`src/rtl/uart_pkg.sv`:
```
// Shared UART definitions: receiver state type, baud derivation and frame lengths.
// UART_RX_PARITY_EN adds the PARITY state and one parity bit to the frame (8E1).
package uart_pkg;

  localparam int DATA_BITS = 8;
  localparam int STOP_BITS = 1;

`ifdef UART_RX_PARITY_EN
  localparam int PARITY_BITS = 1;
  typedef enum logic [2:0] {IDLE, START, DATA, PARITY, STOP, WAIT_IDLE} uart_state_t;
`else
  localparam int PARITY_BITS = 0;
  typedef enum logic [2:0] {IDLE, START, DATA, STOP, WAIT_IDLE} uart_state_t;
`endif

  // Start bit + data + optional parity + stop.
  localparam int FRAME_BITS = 1 + DATA_BITS + PARITY_BITS + STOP_BITS;

  function automatic int baud_count(input int clk_freq, input int baud_rate);
    return clk_freq / baud_rate;
  endfunction

  function automatic int half_count(input int clk_freq, input int baud_rate);
    return baud_count(clk_freq, baud_rate) / 2;
  endfunction

endpackage

```
`src/rtl/uart_sync.sv`:
```
// Two-flop synchronizer for an asynchronous single-bit input; both flops reset to RESET_VAL.
module uart_sync #(
  parameter logic RESET_VAL = 1'b1
) (
  input  logic clk,
  input  logic reset,
  input  logic din,
  output logic dout
);

  logic meta_q, meta_d;
  logic sync_q, sync_d;

  always_comb begin
    meta_d = din;
    sync_d = meta_q;
  end

  always_ff @(posedge clk) begin
    if (!reset) begin
      meta_q <= RESET_VAL;
      sync_q <= RESET_VAL;
    end else begin
      meta_q <= meta_d;
      sync_q <= sync_d;
    end
  end

  assign dout = sync_q;

endmodule

```
`src/rtl/receiver.sv`:
```
// UART receiver, 8N1 LSB first, mid-bit sampling from a 16-bit baud counter.
// Define UART_RX_PARITY_EN for 8E1 framing with a parity_err pulse output.
module receiver
  import uart_pkg::*;
#(
  parameter int CLK_FREQ  = 1000000,
  parameter int BAUD_RATE = 9600
) (
  input  logic       clk,
  input  logic       reset,
  input  logic       rxd,
  output logic [7:0] data_out,
  output logic       rx_valid,
  output logic       frame_err,
  output logic       busy
`ifdef UART_RX_PARITY_EN
  ,
  output logic       parity_err
`endif
);

  localparam int BAUD_COUNT = baud_count(CLK_FREQ, BAUD_RATE);
  localparam int HALF_COUNT = half_count(CLK_FREQ, BAUD_RATE);
  localparam logic [15:0] BAUD_LAST = 16'(BAUD_COUNT - 1);
  localparam logic [15:0] HALF_LAST = 16'(HALF_COUNT - 1);
  localparam logic [2:0]  LAST_BIT  = 3'(DATA_BITS - 1);

  if (BAUD_COUNT < 4) begin : g_baud_check
    $error("receiver: BAUD_COUNT must be at least 4");
  end

  uart_state_t state_q, state_d;
  logic [15:0] cnt_q, cnt_d;
  logic [2:0]  bit_idx_q, bit_idx_d;
  logic [7:0]  shift_q, shift_d;
  logic [7:0]  data_out_q, data_out_d;
  logic        rx_valid_q, rx_valid_d;
  logic        frame_err_q, frame_err_d;
  logic        rxd_s;
`ifdef UART_RX_PARITY_EN
  logic        par_q, par_d;
  logic        parity_err_q, parity_err_d;
`endif

  uart_sync #(.RESET_VAL(1'b1)) u_sync (
    .clk   (clk),
    .reset (reset),
    .din   (rxd),
    .dout  (rxd_s)
  );

  always_comb begin
    state_d     = state_q;
    cnt_d       = cnt_q + 16'd1;
    bit_idx_d   = bit_idx_q;
    shift_d     = shift_q;
    data_out_d  = data_out_q;
    rx_valid_d  = 1'b0;
    frame_err_d = 1'b0;
`ifdef UART_RX_PARITY_EN
    par_d        = par_q;
    parity_err_d = 1'b0;
`endif
    unique case (state_q)
      IDLE: begin
        cnt_d = '0;
        if (!rxd_s) begin
          state_d   = START;
          bit_idx_d = '0;
        end
      end
      // Re-check the line at mid start bit to reject glitches.
      START: begin
        if (cnt_q == HALF_LAST) begin
          cnt_d   = '0;
          state_d = rxd_s ? IDLE : DATA;
        end
      end
      DATA: begin
        if (cnt_q == BAUD_LAST) begin
          cnt_d     = '0;
          shift_d   = {rxd_s, shift_q[7:1]};
          bit_idx_d = bit_idx_q + 3'd1;
          if (bit_idx_q == LAST_BIT) begin
`ifdef UART_RX_PARITY_EN
            state_d = PARITY;
`else
            state_d = STOP;
`endif
          end
        end
      end
`ifdef UART_RX_PARITY_EN
      PARITY: begin
        if (cnt_q == BAUD_LAST) begin
          cnt_d   = '0;
          par_d   = rxd_s;
          state_d = STOP;
        end
      end
`endif
      // A low stop bit outranks a parity mismatch.
      STOP: begin
        if (cnt_q == BAUD_LAST) begin
          cnt_d = '0;
          if (!rxd_s) begin
            frame_err_d = 1'b1;
            state_d     = WAIT_IDLE;
`ifdef UART_RX_PARITY_EN
          end else if ((^shift_q) != par_q) begin
            parity_err_d = 1'b1;
            state_d      = IDLE;
`endif
          end else begin
            data_out_d = shift_q;
            rx_valid_d = 1'b1;
            state_d    = IDLE;
          end
        end
      end
      WAIT_IDLE: begin
        cnt_d = '0;
        if (rxd_s) state_d = IDLE;
      end
      default: state_d = IDLE;
    endcase
  end

  always_ff @(posedge clk) begin
    if (!reset) begin
      state_q     <= IDLE;
      cnt_q       <= '0;
      bit_idx_q   <= '0;
      shift_q     <= '0;
      data_out_q  <= 8'h00;
      rx_valid_q  <= 1'b0;
      frame_err_q <= 1'b0;
`ifdef UART_RX_PARITY_EN
      par_q        <= 1'b0;
      parity_err_q <= 1'b0;
`endif
    end else begin
      state_q     <= state_d;
      cnt_q       <= cnt_d;
      bit_idx_q   <= bit_idx_d;
      shift_q     <= shift_d;
      data_out_q  <= data_out_d;
      rx_valid_q  <= rx_valid_d;
      frame_err_q <= frame_err_d;
`ifdef UART_RX_PARITY_EN
      par_q        <= par_d;
      parity_err_q <= parity_err_d;
`endif
    end
  end

  assign data_out  = data_out_q;
  assign rx_valid  = rx_valid_q;
  assign frame_err = frame_err_q;
  assign busy      = (state_q != IDLE);
`ifdef UART_RX_PARITY_EN
  assign parity_err = parity_err_q;
`endif

endmodule

```
`config.mk`:
```
export PLATFORM = sky130hd
export DESIGN_NAME = receiver
export DESIGN_NICKNAME = d
export VERILOG_FILES = /design/src/rtl/uart_pkg.sv /design/src/rtl/uart_sync.sv /design/src/rtl/receiver.sv
export SDC_FILE = /design/constraint.sdc
export NUM_CORES = 1
export LEC_CHECK = 0
export ABC_AREA = 0
export ABC_CLOCK_PERIOD_IN_PS = 2980
export CORE_MARGIN = 3
export CORE_UTILIZATION = 25
export CTS_CLUSTER_DIAMETER = 40
export DETAILED_ROUTE_END_ITERATION = 8
export SYNTH_ARGS = -nofsm -noshare
export SYNTH_HDL_FRONTEND = slang
export SYNTH_SLANG_ARGS = --single-unit
export TNS_END_PERCENT = 30
```
`constraint.sdc`:
```
create_clock -name clk -period 2.98 [get_ports clk]
set_clock_uncertainty 0.2 [all_clocks]
set_input_delay 0.298 -clock clk [delete_from_list [all_inputs] [get_ports clk]]
set_output_delay 0.298 -clock clk [all_outputs]
set_load 0.01 [all_outputs]
```
==> flow_summary.ini, run 1 <==
[run_status]
outcome = completed

[floorplan]
die_y_um = 94.0
die_area_mm2 = 0.00883
row_count = 31
die_w_um = 94.0
core_area_mm2 = 0.00737
ios = 14
initial_utilization_pct = 26.3

[power_and_ir_drop]
p_clk_share_pct = 39.2
vdd_drop_max_v = 0.000139
p_leak_nw = 0.751
swShare_pct = 23.7
p_total_uw = 975
pwr-share-seq_pct = 58.2
combPwrFrac_pct = 2.7
netSwitchingPower_uw = 231
pwr_density_cell_mw_per_mm2 = 440
intPower_uw = 744

[clock_network]
cts_buffer_depth = 2
cts_inserted_buffers = 5
postCtsSetupBuffers = 0
cts_hold_buffers = 0
cts-root-buf = clkbuf_8
cts_resized = 0
h-tree-depth = 2
clkSinkCount = 42
clock_latency_ps = 300
cts_tree = built
clk_transition_reported_paths_ps = 90

[final_layout]
antenna_cells = 0
layout-drive-gt1-share_pct = 8.68
fin_area_mm2 = 0.00222
synthToLayoutAreaGrowth_pct = 14.6
nets = 224

[sta]
rsz0062_at_grt = false
layout_setup_ws_ps = 456
finalCritPeriodShare_pct = 84.7
slew_headroom_pct = 65.0
hold_viol = 0
fmax_ghz = 0.396
worst_slew_pin_slew_ps = 526
min_period_ps = 2520
setup_viol = 0
slew_violations = 0
holdWs_ps = 208
tns_ps = 0

[synth]
async_flop_share_pct = 0
synth_area_per_cell_um2 = 9.22
yosysTopAreaCell = dfxtp_1
synth_fp_nets = 216
yosysMostFrequentCell = dfxtp_1
synthTopCellsByCount = dfxtp_1 (42), nand2_1 (22), nand3_1 (16), a21oi_1 (14), mux2i_1 (11)
ys.flop_type = dfxtp_1
synth_area_leaders = dfxtp_1 (43%), mux2i_1 (5.7%), nand2_1 (4.3%), nand3_1 (4.1%), a21oi_1 (3.6%)
yosysSeqAreaShare_pct = 43.4
syn_inst = 210
ys_warn_count = 0
synth.distinct_cells = 46
synth.cell_area_mm2 = 0.00194
synth.top_cell.area_share_pct = 43.4
synth_edf_count = 0
synth-seq-cells = 42

[setup_path]
max_stage_delay_ps = 520
cp_max_fo = 16
crit_buf_inv = 0
start_kind = register
cp_cell_sequence = ha_1 -> or3b_2 -> nor4_1 -> or3_1 -> a22oi_1
cp-end-kind = register
arrival_ps = 2490
critPathTopFamily = simple AND/OR/NAND/NOR gates
worstSetupPathType = register to register
cp_slowest_cell = or3b_2
worstPathRequired_ps = 2940

[drt]
drtIter0Drc = 54
wl_per_cell_um = 11.9
firstDrtPassIters = 5
antenna_left = 0
drcViolationCount = 0
wirelength_mm = 3.79
vias = 1503
vias_per_cell = 4.73

[min_path]
hp-class = register to register

[grt]
antenna_found_initial = 0
grt_max_degree = 19
grt_pass1_vias = 1412
grt_pass1_wl_mm = 6.40
grt_overflow = 0
grt_use_total_pct = 9.09

[placed_design]
place_ws_ps = 454
place_area_mm2 = 0.00212
dp_hpwl_mm = 2.71
io_buffers = 13
place.gp.congestion = 0.786

[job]
max_cap_viol_count = 0
[logic make-up (layout without fill, tap and decap cells)]
group                      Yosys count  after routing  synth area share, %
and+or+nand+nor                     82             82                 25.3
AOI/OAI and AO/OA                   46             46                 14.6
muxes                               11             11                 5.69
buffers and inverters               17             26                 4.91
xor gates and xnor gates             9              9                 4.07
DFF                                 42             42                 43.4
adders and majority gates            3              3                 1.94
[power groups by stage]
| stage | clock network (mW) | logic [mW] | registers (mW) |
|---|---|---|---|
| finish | 0.382 | 0.0259 | 0.567 |
| global route | 0.421 | 0.0292 | 0.568 |
| CTS | 0.395 | 0.0265 | 0.567 |
| detailed placement | 0 | 0.0265 | 0.581 |
| global placement | 0 | 0.0262 | 0.581 |
| floorplan | 0 | 0.0203 | 0.578 |
[worst register-to-register path, stage by stage (launching register included)]
cell,delay [ps]
dfxtp_1,380
ha_1,240
or3b_2,520
nor4_1,370
or3_1,500
a22oi_1,170
[worst paths after layout]
path / startpoint / endpoint / cells past startpoint / slack, ps
setup / recovery: cnt_q[0] / cnt_q[15] / 5 / 460
hold / removal: u_sync.meta_q / u_sync.dout / 1 / 210
setup reg to reg: cnt_q[0] / cnt_q[15] / 5 / 460
hold reg to reg: u_sync.meta_q / u_sync.dout / 1 / 210
[layout by cell type, fill, tap and decap left out, drive strengths merged, types with 7 or more instances in the layout]
cell type and count:
dfxtp 42, clkdlybuf4s50 13, a21boi 8, a21oi 14, mux2i 11, nand2 22
o21ai 12, nand3 18, or3 7
[state kept, by name (all words and copies together) (netlist names)]
signal / flops
rx_valid: 1
shift_q: 8
state_q: 3
u_sync.meta_q: 1
data_out: 8
frame_err: 1
u_sync.dout: 1
bit_idx_q: 3
cnt_q: 16
[routing by layer]
| layer | GRT usage [%] | wire length (µm) | vias to the layer above |
|---|---|---|---|
| li1 | - | - | 780 |
| met1 | 11.2 | 1850 | 701 |
| met2 | 15.0 | 1780 | 17 |
| met3 | 2.64 | 113 | 5 |
| met4 | 3.25 | 42 | 0 |
| met5 | 0 | 0 | - |
[final cells by class]
| class | instances | area (µm²) |
|---|---|---|
| Timing Repair Buffer | 16 | 153 |
| Clock inverter | 3 | 25.0 |
| Fill cell | 807 | 5150 |
| Inverter | 2 | 7.51 |
| Tap cell | 99 | 124 |
| Multi-Input combinational cell | 151 | 1000 |
| Sequential cell | 42 | 841 |
| Clock buffer | 5 | 68.8 |
[metrics by stage]
stage	util [%]	instances
global placement	28.8	310
detailed placement	28.8	310
finish	30.1	318
floorplan	-	210
CTS	30.1	318
global route	30.1	318
Power figures use the tool's default switching activity.
==> run 2, diff against run 1 <==
--- a/config.mk
+++ b/config.mk
@@ -6,7 +6,7 @@
 export NUM_CORES = 1
 export LEC_CHECK = 0
 export ABC_AREA = 0
-export ABC_CLOCK_PERIOD_IN_PS = 2980
+export ABC_CLOCK_PERIOD_IN_PS = 2100
 export CORE_MARGIN = 3
 export CORE_UTILIZATION = 25
 export CTS_CLUSTER_DIAMETER = 40
==> constraint.sdc (replaced) <==
create_clock -name clk -period 2.1 [get_ports clk]
set_clock_uncertainty 0.2 [all_clocks]
set_input_delay 0.21 -clock clk [delete_from_list [all_inputs] [get_ports clk]]
set_output_delay 0.21 -clock clk [all_outputs]
set_load 0.01 [all_outputs]
==> run 2 against run 1 <==
Net effect: power rose by 66%; first-iteration DRC count rose by 83%; sequential share of layout area fell by 4.8 points; global-route usage rose by 0.69 points; critical path depth did not move; combinational power rose by 75%; setup slack got worse by 410 ps; cell area rose by 15%; register-to-register slack got worse by 410 ps; largest cell class unchanged.
==> flow_summary.ini, run 2 (synthesis gave the netlist of run 1 again) <==
[power_and_ir_drop]
combPwrFrac_pct = 2.8
pwr_density_cell_mw_per_mm2 = 633
netSwitchingPower_uw = 319
p_leak_nw = 0.927
swShare_pct = 19.7
intPower_mw = 1.30
pwr-share-seq_pct = 49.8
p_total_mw = 1.62
vdd_drop_max_v = 0.000228
p_clk_share_pct = 47.4

[setup_path]
cp-end-kind = register
cp_cell_sequence = ha_4 -> or3b_4 -> or4_4 -> o21ai_1 -> a21boi_1
max_stage_delay_ps = 600
startpoint = cnt_q[0]
worstSetupEndpoint = data_out[4]
arrival_ps = 2040
regToRegStartpoint = cnt_q[0]
reg2reg_depth = 5
worstPathRequired_ps = 2090
worstSetupPathType = register to register
reg2reg_setup_slack_ps = 40
cp_slowest_cell = or4_4
start_kind = register
cp_max_fo = 8
r2r_end = data_out[4]

[floorplan]
core_area_mm2 = 0.00737
die_y_um = 94.0
die_w_um = 94.0
row_count = 31
initial_utilization_pct = 26.3
die_area_mm2 = 0.00883
ios = 14

[job]
max_cap_viol_count = 0

[drt]
drtIter0Drc = 99
drcViolationCount = 0
wirelength_mm = 4.11
vias = 1615
firstDrtPassIters = 4
antenna_left = 0
vias_per_cell = 4.75
wl_per_cell_um = 12.1

[sta]
slew_violations = 0
hold_viol = 0
setup_viol = 0
worst_slew_pin_slew_ps = 416
layout_setup_ws_ps = 42.5
rsz0062_at_grt = true
slew_headroom_pct = 72.0
fmax_ghz = 0.486
min_period_ps = 2060
finalCritPeriodShare_pct = 98.0

[grt]
grt_pass1_vias = 1482
grt_overflow = 0
grt_pass1_wl_mm = 6.86
grt_use_total_pct = 9.78
grt_max_degree = 27
antenna_found_initial = 0

[placed_design]
dp_hpwl_mm = 2.87
io_buffers = 13
place_ws_ps = -66.3
place.gp.congestion = 0.777

[final_layout]
layout_common_cells = dfxtp_1 (38), nand2_1 (22), buf_4 (18), nand3_1 (16), a21oi_1 (14)
synthToLayoutAreaGrowth_pct = 31.9
nets = 246
antenna_cells = 0
layout-drive-gt1-share_pct = 22.4
largest_register = cnt_q
largest_reg_flops = 16
fillers = 747
layout_commonest_cell = dfxtp_1

[min_path]
hold_start = u_sync.meta_q
hp-class = register to register

[clock_network]
h-tree-depth = 2
cts_tree = built
cts_hold_buffers = 0
cts-root-buf = clkbuf_8
cts_inserted_buffers = 5
clock_latency_ps = 290
clkSinkCount = 42
cts_buffer_depth = 2
clk_transition_reported_paths_ps = 90

[run_status]
outcome = completed
==> run 2: cell types whose count changed in the layout (fill, tap and decap cells not counted), sizes merged <==
cell	before	now
bufinv	0	2
inv	3	2
buf	3	24
clkbuf	5	6
clkinvlp	1	0
==> run 2: layout make-up <==
class	instances	area, µm²	share of cell area (%)
Inverter	2	7.51	0.294
Tap cell	99	124	4.85
Clock buffer	5	68.8	2.69
Timing Repair Buffer	38	378	14.8
Clock inverter	3	68.8	2.69
Sequential cell	42	846	33.1
Multi-Input combinational cell	151	1060	41.5
==> run 2: worst min-delay path by stage <==
stage / slack, ps / to / depth (start not counted)
5_1_grt: 250 / u_sync.dout / 1
2_1_floorplan: 110 / u_sync.meta_q / 1
3_3_place_gp: 200 / u_sync.dout / 1
6_report: 210 / u_sync.dout / 1
4_1_cts: 210 / u_sync.dout / 1
3_5_place_dp: 190 / u_sync.dout / 1
==> run 2: worst max-delay path: cells and delay by family, from the launching register on <==
family	cells	cell delay, ps
flops	1	360
fa+ha+maj	1	130
compound gates	2	250
simple gates	2	1010
==> run 2: per-stage QoR <==
| step | TNS, ps | hold WS [ps] | cell area [µm²] | cells | util (%) |
|---|---|---|---|---|---|
| floorplan | 0 | 111 | 1940 | 210 | - |
| global placement | -169 | 198 | 2310 | 329 | 31.4 |
| detailed placement | -414 | 192 | 2310 | 329 | 31.4 |
| CTS | -3.47 | 212 | 2460 | 337 | 33.3 |
| global route | -228 | 252 | 2550 | 340 | 34.7 |
| finish | 0 | 211 | 2550 | 340 | 34.7 |
==> run 2: repair_timing <==
action,in CTS,in global routing
gates resized for setup,2,14
cloned,0,2
endpoints found under the hold margin,0,0
setup buffers,0,1
pin swaps,1,6
endpoints found under the setup margin,9,40
==> run 2: power groups by stage <==
stage	clock [mW]	sequential, mW	combinational, mW
finish	0.765	0.805	0.0454
detailed placement	0	0.824	0.0438
global route	0.817	0.807	0.0498
floorplan	0	0.821	0.0289
global placement	0	0.824	0.0437
CTS	0.788	0.805	0.0439
==> run 2: layer usage <==
metal  vias up  routed length (µm)  GRT usage (%)
met1       764                1980           12.4
li1        826                   -              -
met4         0                  38           2.53
met5         -                   0              0
met3         6                 138           3.13
met2        19                1950           16.0
==> RTL change: new RTL, flow settings as in run 1 <==
Encoding of `uart_state_t`: now one-hot (5 bits for 5 states).
--- a/src/rtl/uart_pkg.sv
+++ b/src/rtl/uart_pkg.sv
@@ -10,7 +10,7 @@
   typedef enum logic [2:0] {IDLE, START, DATA, PARITY, STOP, WAIT_IDLE} uart_state_t;
 `else
   localparam int PARITY_BITS = 0;
-  typedef enum logic [2:0] {IDLE, START, DATA, STOP, WAIT_IDLE} uart_state_t;
+  typedef enum logic [4:0] {IDLE = 5'b00001, START = 5'b00010, DATA = 5'b00100, STOP = 5'b01000, WAIT_IDLE = 5'b10000} uart_state_t;
 `endif
 
   // Start bit + data + optional parity + stop.
Formal check against the unedited RTL: no difference found for any inputs over 10 cycles, from zero or initial values and one cycle with reset low; not proved beyond that.
==> RTL change against run 1 <==
Setup slack improved by 0.23 ns. Wire length down 0.92%. Total power grew 13%. Maximum frequency rose by 10%. Area after synthesis increased by 1.7%. Sequential share of layout area is 0.11 points higher. Cell area is 4.5% higher. Largest cell class unchanged. Sequential cell count is 2 higher. Clock power is 22% higher. Count of clock-buffer cells in the layout stayed put.
==> RTL change: results <==
set metrics [dict create \
    yosys-top-cells-count "dfxtp_1 (44), nor2_1 (43), mux2i_1 (19)" \
    drtIter0Drc 83 \
    synthTopCellsByArea "dfxtp_1 (45%), mux2i_1 (9.7%), nor2_1 (8.2%), xnor2_1 (4.0%), xor2_1 (2.7%)" \
    grt_pass1_vias 1389 \
    p_int_mw 0.861 \
    hpwl_um 2710 \
    critPathArrivalTime_ns 1.79 \
    placed_cells 317 \
    worstPathMaxFanout 7 \
    synth.area.mux_share_pct 9.66 \
    placed_area_mm2 0.00220 \
    critPathMaxStageDelay_ns 0.55 \
    routabilityCongestion 0.828 \
    nets 231 \
    synthXorXnorAreaFrac_pct 6.68 \
    reg2regPathDepth 6 \
    reg2reg_slack_ns 0.80 \
    grt_max_degree 17 \
    status "completed" \
    clkPwrFrac_pct 42.2 \
    firstDrtPassIters 4 \
    p_clk_mw 0.466 \
    drive_gt1_share_pct 7.52 \
    routed_wl_um 3750 \
    seqPwrFrac_pct 54.0 \
    syn-num-nets 217 \
    grt_use_total_pct 9.10 \
    ir_worst_vdd_mv 0.155 \
    syn_area_per_cell_um2 9.33 \
    synth_cell_types 38 \
    synth-compound-area-share_pct 5.98 \
]
==> RTL change: how the worst max path moves through the flow <==
stage                from    endpoint  slack [ns]  cells past startpoint
3_3_place_gp        reset    cnt_q[9]        0.83                      4
6_report       state_q[4]        busy        0.69                      4
5_1_grt        state_q[4]        busy        0.61                      4
3_5_place_dp     cnt_q[0]  shift_q[7]        0.82                      6
4_1_cts        state_q[4]        busy        0.69                      4
2_1_floorplan    cnt_q[0]  shift_q[0]        1.14                      6
==> RTL change: area by class of cell <==
cell class / count / share of cell area (%)
Clock inverter: 3 / 2.05
Clock buffer: 5 / 2.97
Sequential cell: 44 / 38.0
Timing Repair Buffer: 15 / 6.26
Tap cell: 99 / 5.35
Inverter: 6 / 0.972
Multi-Input combinational cell: 153 / 44.4
==> RTL change: layer usage <==
layer	routed length (um)	GRT usage (%)	vias to the layer above
met3	141	3.43	7
li1	-	-	754
met2	1730	14.0	17
met1	1830	11.8	686
met4	51	2.88	0
met5	0	0	-
